## src/rtl/rf_pkg.sv

```systemverilog
// Shared types and constants for the integer register file writeback path.
package rf_pkg;
    localparam int REGISTER_WIDTH   = 64;
    localparam int REGISTERNO_WIDTH = 5;
    localparam int NUM_REGS         = 32;

    typedef logic [REGISTERNO_WIDTH-1:0] regno_t;
    typedef logic [REGISTER_WIDTH-1:0]   regval_t;

    localparam regno_t REG_ZERO = '0;

    typedef enum logic {WB_ALU, WB_LD} wb_src_e;

    typedef struct packed {
        regno_t  rd;
        regval_t value;
    } wb_req_t;
endpackage

```

## src/rtl/rf_scoreboard.sv

```systemverilog
// Pending-write scoreboard: one bit per architectural register, x0 never busy.
module rf_scoreboard
    import rf_pkg::*;
(
    input  logic   clk,
    input  logic   reset,
    input  logic   set_valid,
    input  regno_t set_regno,
    input  logic   clr_valid,
    input  regno_t clr_regno,
    input  regno_t rs1_regno,
    input  regno_t rs2_regno,
    input  regno_t rd_regno,
    output logic   busy_rs1,
    output logic   busy_rs2,
    output logic   busy_rd,
    output logic   any_pending
);
    logic [NUM_REGS-1:0] pending;

    function automatic logic is_busy(input logic [NUM_REGS-1:0] vec, input regno_t r);
        return (r != REG_ZERO) && vec[r];
    endfunction

    assign busy_rs1    = is_busy(pending, rs1_regno);
    assign busy_rs2    = is_busy(pending, rs2_regno);
    assign busy_rd     = is_busy(pending, rd_regno);
    assign any_pending = |pending;

    always_ff @(posedge clk or posedge reset) begin
        if (reset) begin
            pending <= '0;
        end else begin
            if (clr_valid) begin
                assert (pending[clr_regno])
                    else $warning("writeback to non-pending register x%0d", clr_regno);
                pending[clr_regno] <= 1'b0;
            end
            // A busy rd stalls issue, so set and clear never target the same bit.
            if (set_valid) begin
                assert (!(clr_valid && clr_regno == set_regno))
                    else $error("scoreboard set and clear collide on x%0d", set_regno);
                pending[set_regno] <= 1'b1;
            end
        end
    end
endmodule

```

## src/rtl/regfile_wb_scheduler.sv

```systemverilog
// Arbitrates ALU and load writebacks onto the single register file write port
// and stalls issue on RAW/WAW hazards against in-flight destinations.
module regfile_wb_scheduler
    import rf_pkg::*;
(
    input  logic    clk,
    input  logic    reset,
    input  logic    in_alu_valid,
    input  regno_t  in_alu_rd_regno,
    input  regval_t in_alu_rd_value,
    output logic    out_alu_ready,
    input  logic    in_ld_valid,
    input  regno_t  in_ld_rd_regno,
    input  regval_t in_ld_rd_value,
    output logic    out_ld_ready,
    input  logic    in_issue_valid,
    input  regno_t  in_issue_rs1_regno,
    input  regno_t  in_issue_rs2_regno,
    input  regno_t  in_issue_rd_regno,
    output logic    out_issue_stall,
    output logic    out_wr_enable,
    output regno_t  out_rd_regno,
    output regval_t out_rd_value,
    output logic    out_idle
);
    wb_src_e last_grant;
    logic    alu_grant;
    logic    ld_grant;
    logic    grant;
    wb_req_t winner;
    logic    busy_rs1, busy_rs2, busy_rd, any_pending;
    logic    issue_accept;

    // Round-robin: on a conflict the source that did not win last time goes first.
    always_comb begin
        alu_grant = !reset && in_alu_valid && (!in_ld_valid || last_grant == WB_LD);
        ld_grant  = !reset && in_ld_valid && !alu_grant;
        grant     = alu_grant || ld_grant;
        winner    = alu_grant ? '{rd: in_alu_rd_regno, value: in_alu_rd_value}
                              : '{rd: in_ld_rd_regno,  value: in_ld_rd_value};
    end

    assign out_alu_ready   = alu_grant;
    assign out_ld_ready    = ld_grant;
    assign out_issue_stall = in_issue_valid && (busy_rs1 || busy_rs2 || busy_rd);
    assign issue_accept    = in_issue_valid && !out_issue_stall && (in_issue_rd_regno != REG_ZERO);
    assign out_idle        = !any_pending && !out_wr_enable;

    rf_scoreboard u_scoreboard (
        .clk         (clk),
        .reset       (reset),
        .set_valid   (issue_accept),
        .set_regno   (in_issue_rd_regno),
        .clr_valid   (out_wr_enable),
        .clr_regno   (out_rd_regno),
        .rs1_regno   (in_issue_rs1_regno),
        .rs2_regno   (in_issue_rs2_regno),
        .rd_regno    (in_issue_rd_regno),
        .busy_rs1    (busy_rs1),
        .busy_rs2    (busy_rs2),
        .busy_rd     (busy_rd),
        .any_pending (any_pending)
    );

    // Write port register: an accepted request appears for exactly the next cycle.
    always_ff @(posedge clk or posedge reset) begin
        if (reset) begin
            out_wr_enable <= 1'b0;
            out_rd_regno  <= '0;
            out_rd_value  <= '0;
            last_grant    <= WB_LD;
        end else begin
            out_wr_enable <= grant && (winner.rd != REG_ZERO);
            if (grant) begin
                out_rd_regno <= winner.rd;
                out_rd_value <= winner.value;
                last_grant   <= alu_grant ? WB_ALU : WB_LD;
            end
        end
    end
endmodule

```

## config.mk

```make
export PLATFORM = sky130hd
export DESIGN_NAME = regfile_wb_scheduler
export DESIGN_NICKNAME = d
export VERILOG_FILES = /design/src/rtl/rf_pkg.sv /design/src/rtl/rf_scoreboard.sv /design/src/rtl/regfile_wb_scheduler.sv
export SDC_FILE = /design/constraint.sdc
export NUM_CORES = 1
export LEC_CHECK = 0
export CORE_MARGIN = 4
export CORE_UTILIZATION = 39
export DETAILED_ROUTE_END_ITERATION = 10
export HOLD_SLACK_MARGIN = 0.1
export PLACE_DENSITY = 0.75
export SLEW_MARGIN = 20
export SYNTH_ARGS = -nofsm -noshare
export SYNTH_HDL_FRONTEND = slang
export SYNTH_SLANG_ARGS = --single-unit
```

## constraint.sdc

```tcl
create_clock -name clk -period 5.2 [get_ports clk]
set_input_delay 1.04 -clock clk [delete_from_list [all_inputs] [get_ports clk]]
set_output_delay 1.04 -clock clk [all_outputs]
set_load 0.01 [all_outputs]
```

==> results.yml <==
status:
  run_status: "finished clean"
worst_setup_path:
  origin_of_the_critical_flop_to_flop_path: "u_scoreboard.pending[21]"
  critical_path.slowest_cell: "clkdlybuf4s50_1"
  criticalPathCategory: "in -> out"
  path_max_fanout: 10
  cpMostUsedCell: "clkdlybuf4s50_1"
  cp-start-kind: "primary input"
  cp.arrival_ps: 3880
  critical_path.endpoint_type: "primary output"
  worst_path_bufs_invs: 2
  critical_path.max_stage_delay_ps: 740
  timing.critical_path.cells: "clkdlybuf4s50_1 -> mux4_2 -> o2111ai_1 -> o21ai_1 -> or4_1 -> o21a_1 -> clkdlybuf4s50_1"
  cp_data_required_time_ps: 4160
  crit_start: "in_issue_rs1_regno[0]"
  dominant_delay_contributor_by_cell_family_on_the_critical_path: "buffers and inverters"
power_and_ir_drop:
  cellPowerDensity_nw_per_um2: 355.1
  worst_ir_drop_vdd_mv: 0.1850
  p_leak_uw: 0.003382
  fin_total_pwr_uw: 2860
sta:
  final.period_utilization: 0.9468
  hold_ws_ps: 508.4
  slew_headroom: 0.4710
  final-hold-violation-count: 0
  grt_setup_unrepaired: "no"
  max_clock_freq_ghz: 0.2031
  worstMarginPinSlew_ps: 793.4
  post-route-min-period_ps: 4923
  setup_viol_count_final: 0
  clock_skew_ps: 7.831
  max_slew_violation_count: 0
  finalSetupTns_ps: 0
flow_run:
  max_cap_viol_count: 0
global_route:
  antenna_violations_before_repair: 0
  grt.busiest_layer: "met2"
  grt_util_met1: 0.3006
  groute.usage.overall: 0.2523
  pin_count_of_the_biggest_net_entering_global_routing: 80
  globalRouteOverflowTotal: 0
  number_of_global_route_vias_before_repair: 5459
  global_route.usage.met2: 0.4283
  first_pass_grt_wire_length_um: 31560
  grt_util_met3: 0.09145
yosys:
  synth.cell_area_um2: 5396
  synth-warning-count: 0
  netlist_instances: 488
  yosys.area.top_type_share: 0.4730
  synth_cell_type_count: 47
  syn_nets: 646
  synth_top_flop_cell: "dfrtp_1"
  synth_enable_flop_cells: 0
  ys_ff_latch: 103
  mapped_avg_cell_area_um2: 11.06
  ys_top_cells_by_area: "dfrtp_1, a222oi_1, o41ai_1, inv_1, mux2i_1"
  synth_sequential_area_ratio: 0.4779
  asyncSetResetFlopFracSynth: 1.000
  synth_top_cell_by_area: "dfrtp_1"
routing:
  drc: 0
  drt_iter0_markers: 667
  routedWlPerCell_um: 23.58
  drtPass1Iterations: 9
  via_per_inst: 6.144
  drtAntennaViolNets: 0
  postRouteWirelength_um: 20610
  via_count: 5370
clock_network:
  post_cts_resized: 0
  post-cts-setup-buffers: 0
  numClockSinks: 103
  cts_hold_buffers: 0
  worst_skew_pair.late_latency_ps: 350
  cts_htree_levels: 3
  max-clock-path-buffers: 2
  cts.reportedPaths.clkPinSlew_ps: 70
  tritoncts: "done"
  clk_root_buffer_cell: "clkbuf_16"
  cts_made_buffers: 9
layout:
  nFillCells: 1067
  diodes: 0
  layout_commonest_cell: "clkdlybuf4s50_1"
  most_used_cells_in_the_layout_excluding_fill_and_tap_cells: "clkdlybuf4s50_1, dfrtp_1, inv_1, a222oi_1, o21ai_0"
  synthToLayoutAreaGrowth_pct: 49.22
  final_nets: 851
  post_route_cells_drive_above_1_share: 0.06734
floorplanning:
  die_width_um: 125.6
  core-area_um2: 13400
  dieArea_um2: 15780
  floorplan.initialDensity: 0.4027
  ios: 232
  chipHeight_um: 125.6
  row_count: 42
place:
  numPortBuffers: 231
  global_placer_s_final_weighted_congestion: 0.9913
  dp_hpwl_um: 15260
worst_hold_path:
  hold_path_class: "reg -> reg"
  timing.hold.worst.start: "out_rd_value[25]"
-- cell families (layout without fill, tap and decap cells) --
family / Yosys count / in the layout / share of synthesized area
mux: 39 / 39 / 0.1048
buf+inv: 117 / 327 / 0.1009
compound gates: 158 / 158 / 0.2384
simple gates: 71 / 71 / 0.07814
flops: 103 / 103 / 0.4779
-- registers in the layout, summed over array words and instances (netlist names) --
| signal | flops |
|---|---|
| out_wr_enable | 1 |
| last_grant | 1 |
| out_rd_value | 64 |
| out_rd_regno | 5 |
| u_scoreboard.pending | 32 |
-- synth_stat cells, types with 5 or more instances --
master	count
nand3b_1	9
o41ai_1	31
nand2_1	8
or3b_2	5
nand3_1	9
a222oi_1	64
o22ai_1	5
dfrtp_1	102
buf_6	6
inv_1	70
nor2_1	10
o21ai_0	39
nand4_1	5
mux4_2	10
nor2b_1	5
clkbuf_1	30
nor4_1	8
mux2i_1	25
-- routing by layer --
metal  share of wire  vias up
li1                -     2339
met1            0.37     2649
met2            0.49      342
met3            0.11       40
met4           0.027        0
met5               0        -
-- final timing paths --
kind | end | slack [ps] | depth (start not counted)
max in group asynchronous | out_rd_value[52] | 3080 | 3
setup reg to reg | u_scoreboard.pending[2] | 2510 | 6
min in group asynchronous | out_rd_value[23] | 1110 | 2
hold reg to reg | out_rd_value[25] | 510 | 2
setup / recovery | out_issue_stall | 280 | 7
hold / removal | out_rd_value[25] | 510 | 2
-- area by class of cell --
type | instances | area, µm² | area share
Clock inverter | 5 | 57.56 | 0.007147
Inverter | 70 | 265.3 | 0.03294
Timing Repair Buffer | 241 | 2391 | 0.2969
Multi-Input combinational cell | 268 | 2297 | 0.2853
Clock buffer | 11 | 242.7 | 0.03014
Sequential cell | 103 | 2579 | 0.3202
Tap cell | 176 | 220.2 | 0.02735
-- worst min-delay path: stages (launching register included) --
cell and delay, ps:
dfrtp_1 340, a222oi_1 90, inv_1 50
-- power by group --
part,internal (µW),total [µW],switching (µW),leakage [µW]
Sequential,991,1250,259,0.00123
Combinational,521,925,404,0.00200
Clock,387,685,298,0.000149
Total,1900,2860,962,0.00338
-- per-stage QoR --
stage	std cells	instance area [µm²]	setup WS, ps	util
after floorplan	488	5396	22.64	-
after global placement	858	7749	337.0	0.5782
after detailed placement	858	7749	292.9	0.5782
after CTS	874	8049	268.4	0.6007
after global routing	874	8053	101.9	0.6009
final	874	8053	276.5	0.6009
Note: power is estimated with default switching activity, not from simulation.
